<file path="config.mk">
export PLATFORM = sky130hd
export DESIGN_NAME = digit_detector
export DESIGN_NICKNAME = d
export VERILOG_FILES = /design/src/rtl/nn_pkg.sv /design/src/rtl/flex_counter.sv /design/src/rtl/digit_detector.sv
export SDC_FILE = /design/constraint.sdc
export NUM_CORES = 1
export LEC_CHECK = 0
export ABC_AREA = 1
export BUFFER_PORTS_ARGS = -buffer_cell sky130_fd_sc_hd__buf_2
export CORE_MARGIN = 10
export CORE_UTILIZATION = 45
export DETAILED_ROUTE_END_ITERATION = 10
export GPL_ROUTABILITY_DRIVEN = 0
export GPL_TIMING_DRIVEN = 0
export PLACE_DENSITY = 0.7
export SETUP_SLACK_MARGIN = 0.4
export SLEW_MARGIN = 20
export SYNTH_ARGS = -nofsm -noshare
export SYNTH_HDL_FRONTEND = slang
export SYNTH_SLANG_ARGS = --single-unit
</file>
<file path="constraint.sdc">
create_clock -name clk -period 1.6 [get_ports clk]
set_clock_uncertainty 0.15 [all_clocks]
set_input_delay 0.16 -clock clk [delete_from_list [all_inputs] [get_ports clk]]
set_output_delay 0.16 -clock clk [all_outputs]
set_load 0.02 [all_outputs]
</file>
<file path="src/rtl/nn_pkg.sv">
// Shared network constants and the digit detector state type.
package nn_pkg;

    typedef enum logic [1:0] {
        IDLE,
        SCAN,
        REPORT
    } detect_state_t;

    localparam int unsigned NUM_OUTPUTS  = 10;
    localparam logic [4:0]  L2_BASE_ADDR = 5'd8;
    localparam logic [3:0]  NO_DIGIT     = 4'hF;
    localparam int unsigned SIG_W        = 4;

endpackage

</file>
<file path="src/rtl/flex_counter.sv">
// Up-counter with synchronous clear that wraps to zero after rollover_val.
module flex_counter #(
    parameter int unsigned NUM_CNT_BITS = 4
) (
    input  logic                    clk,
    input  logic                    rst,
    input  logic                    clear,
    input  logic                    count_enable,
    input  logic [NUM_CNT_BITS-1:0] rollover_val,
    output logic [NUM_CNT_BITS-1:0] count_out,
    output logic                    rollover_flag
);

    always_ff @(posedge clk) begin
        if (rst) begin
            count_out <= '0;
        end else if (clear) begin
            count_out <= '0;
        end else if (count_enable) begin
            if (count_out == rollover_val) begin
                count_out <= '0;
            end else begin
                count_out <= count_out + 1'b1;
            end
        end
    end

    // High during the counting cycle that will wrap back to zero.
    assign rollover_flag = count_enable && (count_out == rollover_val);

endmodule

</file>
<file path="src/rtl/digit_detector.sv">
// Scans the output-layer sigmoid registers for the argmax and reports the recognised digit.
module digit_detector
    import nn_pkg::*;
#(
    parameter int unsigned NUM_OUTPUTS = nn_pkg::NUM_OUTPUTS,
    parameter int unsigned BASE_ADDR   = nn_pkg::L2_BASE_ADDR,
    parameter int unsigned DATA_W      = nn_pkg::SIG_W,
    parameter int unsigned ADDR_W      = 5,
    parameter int          MIN_CONF    = 0
) (
    input  logic              clk,
    input  logic              rst,
    input  logic              network_done,
    input  logic [DATA_W-1:0] sig_data,
    output logic [ADDR_W-1:0] sig_addr,
    output logic              busy,
    output logic [3:0]        digit,
    output logic [DATA_W-1:0] confidence,
    output logic              digit_valid
);

    detect_state_t     state, next_state;
    logic [3:0]        idx;
    logic              last;
    logic              start;
    logic [DATA_W-1:0] best_val;
    logic [3:0]        best_idx;
    logic              better;
    logic [DATA_W-1:0] winner_val;
    logic [3:0]        winner_idx;

    assign start = (state == IDLE) && network_done;

    flex_counter #(
        .NUM_CNT_BITS(4)
    ) u_idx (
        .clk          (clk),
        .rst          (rst),
        .clear        (start),
        .count_enable (state == SCAN),
        .rollover_val (4'(NUM_OUTPUTS - 1)),
        .count_out    (idx),
        .rollover_flag(last)
    );

    // Strict compare keeps the lowest index on ties.
    assign better     = sig_data > best_val;
    assign winner_val = better ? sig_data : best_val;
    assign winner_idx = better ? idx : best_idx;

    always_ff @(posedge clk) begin
        if (rst) begin
            state <= IDLE;
        end else begin
            state <= next_state;
        end
    end

    always_comb begin
        next_state  = state;
        busy        = 1'b0;
        sig_addr    = '0;
        digit_valid = 1'b0;
        unique case (state)
            IDLE: begin
                if (network_done) next_state = SCAN;
            end
            SCAN: begin
                busy     = 1'b1;
                sig_addr = ADDR_W'(BASE_ADDR) + ADDR_W'(idx);
                if (last) next_state = REPORT;
            end
            REPORT: begin
                digit_valid = 1'b1;
                next_state  = IDLE;
            end
            default: next_state = IDLE;
        endcase
    end

    always_ff @(posedge clk) begin
        if (rst) begin
            best_val   <= '0;
            best_idx   <= '0;
            digit      <= NO_DIGIT;
            confidence <= '0;
        end else if (start) begin
            best_val <= '0;
            best_idx <= '0;
        end else if (state == SCAN) begin
            best_val <= winner_val;
            best_idx <= winner_idx;
            if (last) begin
                // Signed compare so a zero threshold is not a constant-true unsigned test.
                digit      <= (int'(winner_val) >= MIN_CONF) ? winner_idx : NO_DIGIT;
                confidence <= winner_val;
            end
        end
    end

endmodule

</file>
Word-level counts from Yosys, hierarchy flattened

Cells that the tools add are included.

Add/sub/neg operators: 2
Multiply operators: 0
Divide/modulo/power cells: 0
Magnitude comparators: 1
Equality and inequality tests: 5
Shift-type cells: 0
Multiplexer cells: 9
Bitwise logic cells: 1
Reduce and logical (&&, ||, !) cells: 6

Operator list:

| operator              | count |
|---|---|
| $mux W4               | 3 |
| $add A4 B4 Y5 const A | 1 |
| $mux W5               | 1 |
| $add A4 B1 Y4 const B | 1 |
| $eq A4 B4 Y1 const B  | 1 |
| $gt A4 B4 Y1          | 1 |
| $mux W2               | 2 |
| $ne A2 B2 Y1 const B  | 2 |
| $pmux W2 S2           | 1 |
| $reduce_and A3 Y1     | 1 |
| $eq A2 B1 Y1 const B  | 1 |
| $eq A2 B2 Y1 const B  | 1 |
| $logic_and A1 B1 Y1   | 2 |
| $logic_not A2 Y1      | 1 |
| $mux W1               | 2 |
| $reduce_and A2 Y1     | 1 |
| $reduce_or A2 Y1      | 1 |
| $not A1 Y1            | 1 |

Register bits: 22
Latch bits: 0
Memory bits (writable): 0
ROM bits: 0
Input port bits: 7
Output and inout port bits: 15
Word-level logic and storage cells: 30
Memories kept: 0

Logic depth before layout (Yosys ltp)

Gate-level depths: netlist of the first run.

Word-level depth: 4
Gate-level depth with buffers: 12
Mapped depth without buffers: 12

Hierarchy

Synthesis of the first run repeated with hierarchy kept, for this count alone.

Cell total of the unflattened synthesis: 186
Area, all modules: 1237.4 um^2

Modules (own cells, without submodules):

| module         | instances | cells each | area an instance (um^2) |
|---|---|---|---|
| digit_detector | 1         | 150        | 988.4 |
| flex_counter   | 1         | 36         | 249.0 |

Worst setup path after synthesis of the first run

Ideal clock, no wire load.

Kind: register to register
Start: register best_val[3]
End: register best_val[1]
Library setup time: 0.109 ns
Arrival time: 1.308 ns
Required time: 1.341 ns
Slack: 0.033 ns
Cell stages (with the launch flop): 12
Path buffers: 0
Cells stage by stage: dfxtp_1 > inv_1 > ha_1 > nand2_1 > inv_1 > nand2_1 > nand2_2 > nand2_1 > nand2_1 > nand3_1 > nand2_1 > inv_1

Word-level cells in the longest chain between the ends: 2

Ends and longest elaborated chain:

| what                   | line                 | source |
|---|---|---|
| from (decl)            | digit_detector.sv:26 | `logic [DATA_W-1:0] best_val;` |
| from (signal assigned) | digit_detector.sv:91 | `best_val <= winner_val;` |
| $gt A4 B4 Y1           | digit_detector.sv:47 | `assign better = sig_data > best_val;` |
| $mux W4                | digit_detector.sv:48 | `assign winner_val = better ? sig_data : best_val;` |

No other way between the ends.
A chain may end at the register's enable or synchronous reset.

Worst setup path after layout of the first run

Start: register best_val[1]
End: register confidence[3]

Word-level cells in the longest chain between the ends: 2

Ends and longest elaborated chain:

| what                 | line                 | source |
|---|---|---|
| $gt A4 B4 Y1         | digit_detector.sv:47 |  |
| $mux W4              | digit_detector.sv:48 |  |
| to (signal assigned) | digit_detector.sv:96 | `confidence <= winner_val;` |
| to (decl)            | digit_detector.sv:18 | `output logic [DATA_W-1:0] confidence,` |

No other way between the ends.

==> results of run 1 <==
[synth_stat cells, drive strengths merged]
cell type	instances
ha	4
nor3b	2
buf	4
nand2	46
o21ai	1
nand3	22
nor2	30
inv	27
nor3	1
nand4	1
dfxtp	22
a21oi	10
[where the power goes]
part	leakage (nW)	internal, mW	switching, mW	total [mW]
logic	0.767	0.214	0.252	0.465
registers	0.184	0.562	0.0194	0.581
clock network	0.0279	0.254	0.213	0.468
[routing by layer]
layer	up-vias	track usage [%]	wire (um)
met5	-	0	0
met4	0	4.82	211
met3	29	4.80	413
met2	80	24.0	2430
met1	704	15.5	1910
li1	650	-	-
[kinds of logic after synthesis]
| group | after synthesis |
|---|---|
| buffers and inverters | 31 |
| AOI/OAI and AO/OA | 11 |
| DFF | 22 |
| adders and majority gates | 4 |
| and+or+nand+nor | 102 |
[area by class of cell]
cell class                      count  area, um^2  area share, %
Sequential cell                    22         463           21.7
Inverter                           27         115           5.40
Buffer                              4        48.8           2.29
Antenna cell                        1        2.50          0.117
Tap cell                           30        37.5           1.76
Clock buffer                        3        22.5           1.06
Timing Repair Buffer               54         480           22.5
Clock inverter                      1        30.0           1.41
Multi-Input combinational cell    118         933           43.8
[flip-flops by register name, indices dropped and copies added, names as in the netlist]
| register | cells |
|---|---|
| best_val | 4 |
| confidence | 4 |
| state | 2 |
| digit | 4 |
| best_idx | 4 |
| u_idx.count_out | 4 |
[worst min path at each step]
stage / from / to / slack, ns / cells after the start
6_report: sig_data[2] / confidence[2]$_SDFFE_PP0P_ / 0.06 / 5
5_1_grt: sig_data[3] / best_val[3]$_SDFFE_PP0N_ / 0.05 / 5
4_1_cts: sig_data[0] / best_val[0]$_SDFFE_PP0N_ / 0.04 / 5
3_5_place_dp: digit[2]$_SDFFE_PP1P_ / digit[2]$_SDFFE_PP1P_ / 0.30 / 2
3_3_place_gp: digit[0]$_SDFFE_PP1P_ / digit[0]$_SDFFE_PP1P_ / 0.29 / 2
2_1_floorplan: rst / u_idx.count_out[3]$_SDFFE_PP0N_ / 0.18 / 3
[what timing repair did]
item,4_1_cts,5_1_grt
resized for setup,58,60
setup endpoints to repair,29,37
cloned,2,0
buffers inserted,14,17
hold endpoints to repair,3,0
pin swaps,18,18
hold buffers,1,0
[critical path: cells and delay by family, from the launching register on]
kind	cells	cell delay (ns)
simple gates	5	0.59
flops	1	0.38
fa+ha+maj	1	0.28
buf+inv	3	0.25
[stage by stage]
step                util [%]  cell area, um^2  worst slack, ns  TNS, ns
floorplan                  -             1230            0.154        0
global placement        55.8             1370           0.0155        0
detailed placement      55.8             1370         -0.00656  -0.0119
CTS                     72.7             1780           0.0179        0
global route            86.8             2130           -0.141    -1.45
finish                  86.9             2130          -0.0931   -0.683
==> metrics.txt, run 1 <==
die width=between 70 and 80 um; largest family of logic cells by synthesized area=simple AND/OR/NAND/NOR gates; final cell count without fillers=between 200 and 300; Worst-Margin Slew=between 0.2 and 0.25 ns; core box area=2450 um^2; status=complete, but fails checks; Worst Setup SP=best_val[1]$_SDFFE_PP0N_; critical path's slowest cell=dfxtp_2; Via density=5.63; crit-path most repeated cell=nand2_1; Root Buffer=clkbuf_4; post-synthesis compound-gate area fraction=under 10%; simple-gate share of the synthesized area=between 40 and 50%; Cell Chain, Critical Path=inv_2 > ha_4 > buf_4 > nand3_4 > nand2_8 > nand2_1 > nand3_1 > nand2_1 > inv_1; RR Startpoint=best_val[1]$_SDFFE_PP0N_; Reg2Reg Setup Slack=-0.09 ns; dpl hpwl=2110 um; TritonCTS sink count=22; clock latency on the worst-skew pair=0.35 ns; post-synth cell types=17; GRT Total Usage=roughly 14%; Max Root-Sink Buffers=2; Worst EP arrival=1.86 ns; kind of critical path=flip-flop to flip-flop; setup ws final=-0.0931 ns; CTS H-tree lvls=1; post-route clock period utilization=106%; placed instance count=between 200 and 250; Total Wirelength=4970 um; Power Dens Cells=710 nW/um^2; Worst setup SP type=flip-flop; I/O Pins=22; RSZ-0062 raised after global routing=true; clock slew at reported path FFs=0.15 ns; iteration count of the initial detailed-routing pass=4; min Tclk post-route=1.69 ns; first-pass GRT wire length=5820 um; max_slew headroom=between 80 and 90%; Crit path largest cell delay=0.38 ns; P_leak=between 0.9 and 1 nW; largest area contributor in the synthesized netlist=dfxtp_1; max capacitance violation total=0; syn avg cell area=6.74 um^2; Die Y=70.5 um; Syn Nets=roughly 180; synthesized cell area=1150 um^2; Final nets=about 240; fill cell count=118; ranking of synthesized cells by area=dfxtp_1, nand2_1, nand3_1; Vias=between 1000 and 1500; Max FO, Critical Path=8; Adder-Cell Fraction of Synth Area=4.37%; area share of xor/xnor cells in the synthesized design=0%; die area=4970 um^2; Worst R2R Path Depth=9; area grow syn2layout=86.1%; commonest non-fill, non-tap cell in the layout=buf_4; cell count after synthesis=170; antenna viol nets, final=0; drt wl/cell=19.1 um; CTS Buf Count=3; pin count of the biggest net entering global routing=14; Slew Limit Fails=0; Hold Vio Cnt, Final=0; GR Overflow Total=0; number of core rows=18; most frequent cells in the layout=buf_4, nand2_1, buf_6, nor2_1, inv_1; Reg2Reg Capture Point=confidence[3]$_SDFFE_PP0P_; final setup vio count=16; CTS tree=built; Yosys top cell area share=38.4%; Initial DRC Count=139; PortBufs=21; Setup crit end kind=flip-flop; Peak VDD IR=0.761 mV; Seq/Total Area, Yosys=38.4%; HP Class=input port to flip-flop; Critical Path RT=1.76 ns; vias in the first global route=1266; failing checks=negative setup slack; worst hold margin=~0.056 ns; antenna violations before repair=0; fmax=0.591 GHz; yosys synthesis warning count=0; Setup crit end=confidence[3]$_SDFFE_PP0P_; layout cells sized above 1=61.1%; Pwr Total=between 1.5 and 2 mW; mux contribution to synthesized area=0%; Initial Util=46.7%; DRC viols=0; register bit total from synthesis=22
No activity file was read; power rests on OpenSTA's default activity.
==> run 2, diff against run 1 <==
--- a/config.mk
+++ b/config.mk
@@ -5,7 +5,7 @@
 export SDC_FILE = /design/constraint.sdc
 export NUM_CORES = 1
 export LEC_CHECK = 0
-export ABC_AREA = 1
+export ABC_AREA = 0
 export BUFFER_PORTS_ARGS = -buffer_cell sky130_fd_sc_hd__buf_2
 export CORE_MARGIN = 10
 export CORE_UTILIZATION = 45
==> run 2 against run 1 <==
Effect of this change: clock-buffer cell count grew 1; sequential share of layout area grew 6.4 points; utilization shrank 13 points; sequential power shrank 3%; largest cell class unchanged; die area shrank 5.8%; critical path depth shrank 1; setup slack lost 0.11 ns; the flow still finishes with violations (negative setup slack); synthesized cell count shrank 36%; non-clock buffer count shrank 15; global-route usage shrank 2.7 points.
==> metrics.txt, run 2 <==
combinational share of power=22.4% (was 30.7%); die width=68.4 um (was 70.5 um); Flop pwr share=50.8% (was 38.4%); critical path's slowest cell=dfxtp_2 (unchanged); Worst R2R Path Depth=8 (was 9); cell count after synthesis=108 (was 170); ys async rst share=0% (unchanged); vias in the first global route=872 (was 1266); drt wl/cell=14.4 um (was 19.1 um); sw frac=25.7% (was 32.0%); final instance area=1630 um^2 (was 2130 um^2); antenna viol nets, final=0 (unchanged); Clk pwr share=26.8% (was 30.9%); CTS tree=built (unchanged); failing checks=negative setup slack (unchanged); clock latency on the worst-skew pair=0.31 ns (was 0.35 ns); Total Wirelength=2580 um (was 4970 um); Die Y=68.4 um (was 70.5 um); Crit path max-delay family=flip-flops (was simple AND/OR/NAND/NOR gates); Reg2Reg Capture Point=confidence[0]$_SDFFE_PP0P_ (was confidence[3]$_SDFFE_PP0P_); HP Class=input port to flip-flop (unchanged); Critical Path RT=1.64 ns (was 1.76 ns); Hold Vio Cnt, Final=0 (unchanged); first-pass GRT wire length=4080 um (was 5820 um); CTS Buf Count=3 (unchanged); final setup vio count=20 (was 16); Max FO, Critical Path=3 (was 8); number of antenna repair diodes=0 (was 1); min Tclk post-route=1.81 ns (was 1.69 ns); iteration count of the initial detailed-routing pass=4 (unchanged); Max Root-Sink Buffers=2 (unchanged); die area=4680 um^2 (was 4970 um^2); GR Overflow Total=0 (unchanged); number of core rows=17 (was 18); final cell count without fillers=179 (was 260); Psw=0.286 mW (was 0.484 mW); largest area contributor in the synthesized netlist=dfxtp_1 (unchanged); number of synthesized flops with an enable pin=0 (unchanged); setup ws final=-0.207 ns (was -0.0931 ns); Syn Nets=119 (was 181); layout cells sized above 1=55.0% (was 61.1%); Root Buffer=clkbuf_4 (unchanged); GRT Total Usage=11.3% (was 14.0%); Cell Chain, Critical Path=inv_2 > ha_4 > nor2b_4 > o211ai_4 > a21boi_4 > buf_4 > mux2i_4 > a211oi_2 (was inv_2 > ha_4 > buf_4 > nand3_4 > nand2_8 > nand2_1 > nand3_1 > nand2_1 > inv_1); Initial Util=47.6% (was 46.7%); hold path start=sig_data[3] (was sig_data[2]); yosys synthesis warning count=0 (unchanged); status=complete, but fails checks (unchanged); Initial DRC Count=34 (was 139); Yosys top cell area share=41.8% (was 38.4%); clock slew at reported path FFs=0.12 ns (was 0.15 ns); Power Dens Cells=682 nW/um^2 (was 710 nW/um^2); Worst setup SP type=flip-flop (unchanged); fmax=0.554 GHz (was 0.591 GHz); kind of critical path=flip-flop to flip-flop (unchanged); RR Startpoint=best_val[1]$_SDFFE_PP0N_ (unchanged); DRC viols=0 (unchanged); internal power=0.828 mW (was 1.03 mW); most common cell in the synthesized netlist=dfxtp_1 (was nand2_1); Crit path largest cell delay=0.36 ns (was 0.38 ns); Hold EP=best_val[3]$_SDFFE_PP0N_ (was confidence[2]$_SDFFE_PP0P_); Vias=908 (was 1463); RSZ-0062 raised after global routing=true (unchanged); I/O Pins=22 (unchanged); area grow syn2layout=55.1% (was 86.1%); antenna violations before repair=0 (unchanged); P_leak=0.680 nW (was 0.979 nW); Worst-Margin Slew=0.492 ns (was 0.225 ns); placed instance count=157 (was 221); ranking of synthesized cells by area=dfxtp_1, mux2i_1, nor2_1 (was dfxtp_1, nand2_1, nand3_1); post-placement cell area=1240 um^2 (was 1370 um^2); top_reg_cell synth=dfxtp_1 (unchanged); Final nets=163 (was 241); buffers and inverters on the worst path=2 (was 3); TritonCTS sink count=22 (unchanged); Setup crit end kind=flip-flop (unchanged); CTS H-tree lvls=1 (unchanged); Peak VDD IR=0.809 mV (was 0.761 mV); max_slew headroom=67.2% (was 85.0%); hold depth=3 (was 5); Seq/Total Area, Yosys=41.8% (was 38.4%); most frequent cells in the layout=buf_6, nor2_1, buf_2, dfxtp_1, mux2i_1 (was buf_4, nand2_1, buf_6, nor2_1, inv_1); post-route clock period utilization=113% (was 106%); Commonest cells post-synth=dfxtp_1, nor2_1, mux2i_1, inv_1 (was nand2_1, nor2_1, inv_1, dfxtp_1, nand3_1); Worst EP arrival=1.85 ns (was 1.86 ns); PortBufs=21 (unchanged); Crit path depth=8 (was 9); core box area=2210 um^2 (was 2450 um^2); Reg2Reg Setup Slack=-0.21 ns (was -0.09 ns); synthesized cell area=1050 um^2 (was 1150 um^2); syn avg cell area=9.75 um^2 (was 6.74 um^2); max capacitance violation total=0 (unchanged); Slew Limit Fails=0 (unchanged); Via density=5.07 (was 5.63); pin count of the biggest net entering global routing=13 (was 14); dpl hpwl=1650 um (was 2110 um); register bit total from synthesis=22 (unchanged); post-synth cell types=32 (was 17)
-- run 2: cell count changes in the layout (fill, tap and decap cells not counted), sizes merged, moves of 10 or more --
| cell | previous run | this run |
|---|---|---|
| inv | 26 | 5 |
| buf | 57 | 40 |
| nand3 | 23 | 1 |
| nor2 | 30 | 20 |
| mux2i | 0 | 12 |
| nand2 | 46 | 3 |
-- run 2: cell type report --
cell class	instances	area, um^2
plain buffers	4	37.5
clock buffers	4	36.3
fillers	161	578
inverters	5	18.8
multi-input cells	77	712
flip-flops and latches	22	459
well taps	28	35.0
repair buffers	39	335
-- run 2: cells by family after synthesis --
logic type                 synth area share [%]
xor gates and xnor gates                   1.66
muxes                                      11.4
and+or+nand+nor                            20.0
AOI/OAI and AO/OA                          15.4
adders and majority gates                  4.75
buffers and inverters                      4.99
DFF                                        41.8
-- run 2: worst max path at each step --
stage / from / to / slack (ns)
after floorplan: best_val[1]$_SDFFE_PP0N_ / digit[1]$_SDFFE_PP1P_ / -0.15
after global placement: best_val[1]$_SDFFE_PP0N_ / confidence[0]$_SDFFE_PP0P_ / -0.24
after global routing: best_val[1]$_SDFFE_PP0N_ / best_val[2]$_SDFFE_PP0N_ / -0.30
after detailed placement: best_val[1]$_SDFFE_PP0N_ / confidence[0]$_SDFFE_PP0P_ / -0.28
final: best_val[1]$_SDFFE_PP0N_ / confidence[0]$_SDFFE_PP0P_ / -0.21
after CTS: best_val[1]$_SDFFE_PP0N_ / confidence[0]$_SDFFE_PP0P_ / -0.23
-- run 2: per-stage QoR --
| step | hold WS (ns) | utilization (%) | total power, mW | worst slack, ns | setup TNS (ns) |
|---|---|---|---|---|---|
| 2_1_floorplan | 0.157 | - | 0.699 | -0.150 | -1.31 |
| 3_3_place_gp | 0.284 | 56.2 | 0.733 | -0.244 | -2.93 |
| 3_5_place_dp | 0.292 | 56.2 | 0.737 | -0.283 | -3.40 |
| 4_1_cts | 0.00686 | 67.8 | 1.07 | -0.231 | -3.16 |
| 5_1_grt | 0.00795 | 73.9 | 1.16 | -0.304 | -4.56 |
| 6_report | 0.00109 | 73.9 | 1.11 | -0.207 | -2.89 |
-- run 2: metal layers --
layer / vias to the layer above / share of wire, % / global-route usage (%)
li1: 464 / - / -
met1: 425 / 43 / 13.8
met2: 17 / 50 / 18.2
met3: 2 / 6.6 / 4.40
met4: 0 / 0.47 / 2.26
met5: - / 0 / 0
-- run 2: power by group through the flow --
stage | Combinational (mW) | Clock, mW | Sequential (mW)
final | 0.250 | 0.299 | 0.566
after floorplan | 0.123 | 0 | 0.576
after detailed placement | 0.158 | 0 | 0.579
after CTS | 0.211 | 0.298 | 0.564
after global routing | 0.268 | 0.327 | 0.568
after global placement | 0.155 | 0 | 0.578
-- run 2: worst reg2reg max path: stages (launching register included) --
cell,delay (ns)
dfxtp_2,0.36
inv_2,0.05
ha_4,0.25
nor2b_4,0.14
o211ai_4,0.09
a21boi_4,0.18
buf_4,0.16
mux2i_4,0.23
a211oi_2,0.09
-- run 2: timing repair --
action	CTS	global route
buffers inserted	11	4
gates resized for setup	31	26
endpoints found under the setup margin	28	29
pin swaps	12	10
hold buffers	2	0
hold endpoints to repair	2	0
cloned	1	0
==> run 3, diff against run 2 <==
--- a/config.mk
+++ b/config.mk
@@ -12,9 +12,10 @@
 export DETAILED_ROUTE_END_ITERATION = 10
 export GPL_ROUTABILITY_DRIVEN = 0
 export GPL_TIMING_DRIVEN = 0
-export PLACE_DENSITY = 0.7
+export PLACE_DENSITY = 0.69
 export SETUP_SLACK_MARGIN = 0.4
 export SLEW_MARGIN = 20
 export SYNTH_ARGS = -nofsm -noshare
 export SYNTH_HDL_FRONTEND = slang
+export SYNTH_HIERARCHICAL = 1
 export SYNTH_SLANG_ARGS = --single-unit
==> run 3 against run 2 <==
Effect of this change: the flow still finishes with violations (negative setup slack); fmax fell by 4.5%; critical path depth did not move; sequential share of layout area fell by 6.0 points; die area rose by 16%; wire length rose by 51%; synthesized area rose by 24%; clock power rose by 11%; cell count rose by 26%; via count rose by 33%; non-clock buffer count rose by 7; global-route usage rose by 2.5 points; register-to-register slack got worse by 0.09 ns; critical endpoint is now digit[3]$_SDFFE_PP1P_.
==> metrics.txt, run 3 <==
status=complete, but fails checks (unchanged); failing checks=negative setup slack (unchanged); vias in the first global route=1197 (was 872); setup ws final=-0.293 ns (was -0.207 ns); Psw=0.370 mW (was 0.286 mW); sw frac=30.1% (was 25.7%); largest area contributor in the synthesized netlist=dfxtp_1 (unchanged); die area=5450 um^2 (was 4680 um^2); placed instance count=196 (was 157); die width=73.8 um (was 68.4 um); RSZ-0062 raised after global routing=true (unchanged); top_reg_cell synth=dfxtp_1 (unchanged); final setup vio count=21 (was 20); buffers and inverters on the worst path=1 (was 2); TritonCTS sink count=22 (unchanged); Pwr Total=1.23 mW (was 1.11 mW); Worst setup SP type=flip-flop (unchanged); max capacitance violation total=0 (unchanged); Clk pwr share=27.0% (was 26.8%); Seq/Total Area, Yosys=33.8% (was 41.8%); fmax=0.528 GHz (was 0.554 GHz); mux contribution to synthesized area=7.01% (was 11.4%); Power Dens Cells=591 nW/um^2 (was 682 nW/um^2); worst hold margin=0.00444 ns (was 0.00109 ns); P_leak=0.838 nW (was 0.680 nW); Worst EP arrival=1.96 ns (was 1.85 ns); Yosys top cell area share=33.8% (was 41.8%); commonest non-fill, non-tap cell in the layout=nand2_1; most frequent cells in the layout=nand2_1, buf_4, dfxtp_1, buf_2, inv_1 (was buf_6, nor2_1, buf_2, dfxtp_1, mux2i_1); Slew Limit Fails=0 (unchanged); Cell Chain, Critical Path=nor2b_4 > buf_8 > and2_4 > and2_4 > and4bb_2 > nand2_2 > o21ai_4 > a221oi_1 (was inv_2 > ha_4 > nor2b_4 > o211ai_4 > a21boi_4 > buf_4 > mux2i_4 > a211oi_2); I/O Pins=22 (unchanged); Initial Util=47.2% (was 47.6%); final cell count without fillers=225 (was 179); Initial DRC Count=70 (was 34); synthesized cell area=1300 um^2 (was 1050 um^2); CTS H-tree lvls=1 (unchanged); min Tclk post-route=1.89 ns (was 1.81 ns); post-route clock period utilization=118% (was 113%); DRC viols=0 (unchanged); number of core rows=19 (was 17); CTS tree=built (unchanged); Peak VDD IR=0.449 mV (was 0.809 mV); cell count after synthesis=141 (was 108); Max Root-Sink Buffers=2 (unchanged); layout cells sized above 1=56.2% (was 55.0%); area share of xor/xnor cells in the synthesized design=4.03% (was 1.66%); antenna violations before repair=0 (unchanged); Flop pwr share=45.6% (was 50.8%); syn avg cell area=9.24 um^2 (was 9.75 um^2); iteration count of the initial detailed-routing pass=4 (unchanged); largest family of logic cells by synthesized area=simple AND/OR/NAND/NOR gates (unchanged); Setup crit end kind=flip-flop (unchanged); Die Y=73.8 um (was 68.4 um); pin count of the biggest net entering global routing=15 (was 13); crit-path most repeated cell=and2_4; yosys synthesis warning count=6 (was 0); Final nets=207 (was 163); combinational share of power=27.4% (was 22.4%); clock latency on the worst-skew pair=0.33 ns (was 0.31 ns); first-pass GRT wire length=5930 um (was 4080 um); Crit path largest cell delay=0.38 ns (was 0.36 ns); internal power=0.861 mW (was 0.828 mW); area grow syn2layout=59.8% (was 55.1%); critical path's slowest cell=dfxtp_4 (was dfxtp_2); drt wl/cell=17.3 um (was 14.4 um); ys async rst share=0% (unchanged); simple-gate share of the synthesized area=22.2% (was 20.0%); CTS Buf Count=3 (unchanged); HP Class=input port to flip-flop (unchanged); core box area=2760 um^2 (was 2210 um^2); Critical Path RT=1.67 ns (was 1.64 ns); PortBufs=21 (unchanged); Crit path max-delay family=simple AND/OR/NAND/NOR gates (was flip-flops); register bit total from synthesis=22 (unchanged); Max FO, Critical Path=4 (was 3); Hold Vio Cnt, Final=0 (unchanged); Via density=5.37 (was 5.07); number of synthesized flops with an enable pin=0 (unchanged); ranking of synthesized cells by area=dfxtp_1, nand2_1, mux2i_1 (was dfxtp_1, mux2i_1, nor2_1); Vias=1208 (was 908); GR Overflow Total=0 (unchanged); pre-CTS worst setup slack=-0.469 ns (was -0.283 ns); Commonest cells post-synth=dfxtp_1, nand2_1, inv_1, a211oi_1, mux2i_1 (was dfxtp_1, nor2_1, mux2i_1, inv_1); dpl hpwl=2340 um (was 1650 um); number of antenna repair diodes=0 (unchanged); kind of critical path=flip-flop to flip-flop (unchanged); post-synth cell types=42 (was 32); Adder-Cell Fraction of Synth Area=4.80% (was 4.75%); post-synthesis compound-gate area fraction=21.8% (was 15.4%); antenna viol nets, final=0 (unchanged); Root Buffer=clkbuf_4 (unchanged); GRT Total Usage=13.8% (was 11.3%); clock slew at reported path FFs=0.13 ns (was 0.12 ns); Total Wirelength=3890 um (was 2580 um)
==> run 3: repair_timing <==
action / 4_1_cts / 5_1_grt
endpoints found under the hold margin: 6 / 0
setup endpoints to repair: 29 / 32
buffers inserted: 14 / 4
gates resized for setup: 36 / 27
pin swaps: 11 / 7
hold buffers: 5 / 0
gates cloned: 1 / 1
==> run 3: final timing paths <==
| kind | start | end | slack [ns] | cells past startpoint |
|---|---|---|---|---|
| max | state[1]$_SDFFE_PP0P_ | digit[3]$_SDFFE_PP1P_ | -0.29 | 8 |
| min | rst | u_idx/count_out[1]$_SDFFE_PP0P_ | 0.004 | 4 |
| max reg2reg | state[1]$_SDFFE_PP0P_ | digit[3]$_SDFFE_PP1P_ | -0.29 | 8 |
| min reg2reg | best_idx[2]$_SDFFE_PP0N_ | best_idx[2]$_SDFFE_PP0N_ | 0.32 | 2 |
==> run 3: cells by family after synthesis <==
| kind of cell | Yosys count |
|---|---|
| flops | 22 |
| buf+inv | 18 |
| fa+ha+maj | 5 |
| xor+xnor | 6 |
| simple gates | 50 |
| mux | 9 |
| compound gates | 29 |
| other cells | 2 |
==> run 3: area by class of cell <==
type / instances / area [um^2]
flip-flops and latches: 22 / 460
multi-input cells: 104 / 1040
repair buffers: 46 / 414
fillers: 188 / 676
inverters: 14 / 52.6
plain buffers: 4 / 36.3
well taps: 31 / 38.8
clock buffers: 4 / 36.3
==> run 3: tightest hold or removal path, delay by kind of cell <==
| kind | cells | cell delay [ns] |
|---|---|---|
| AND/OR/NAND/NOR | 2 | 0.09 |
| buffers and inverters | 1 | 0.18 |
| AO/OA/AOI/OAI | 1 | 0.03 |
==> run 3: layer usage <==
| layer | wire [um] | global-route usage (%) | share of wire [%] |
|---|---|---|---|
| met5 | 0 | 0 | 0 |
| met4 | 108 | 4.76 | 2.8 |
| met3 | 191 | 2.83 | 4.9 |
| met2 | 1920 | 23.2 | 49 |
| met1 | 1670 | 16.9 | 43 |
==> run 3: per-stage QoR <==
stage | util [%] | instance area, um^2 | setup TNS [ns]
6_report | 75.5 | 2080 | -3.13
5_1_grt | 75.5 | 2080 | -4.18
4_1_cts | 69.6 | 1920 | -2.62
3_5_place_dp | 57.1 | 1580 | -5.37
3_3_place_gp | 57.1 | 1580 | -4.80
2_1_floorplan | - | 1430 | -2.11
==> run 3: power by group through the flow <==
stage | clock (mW) | combinational [mW] | sequential (mW)
finish | 0.333 | 0.337 | 0.561
global route | 0.354 | 0.356 | 0.563
CTS | 0.330 | 0.289 | 0.561
detailed placement | 0 | 0.216 | 0.579
global placement | 0 | 0.210 | 0.578
floorplan | 0 | 0.165 | 0.578
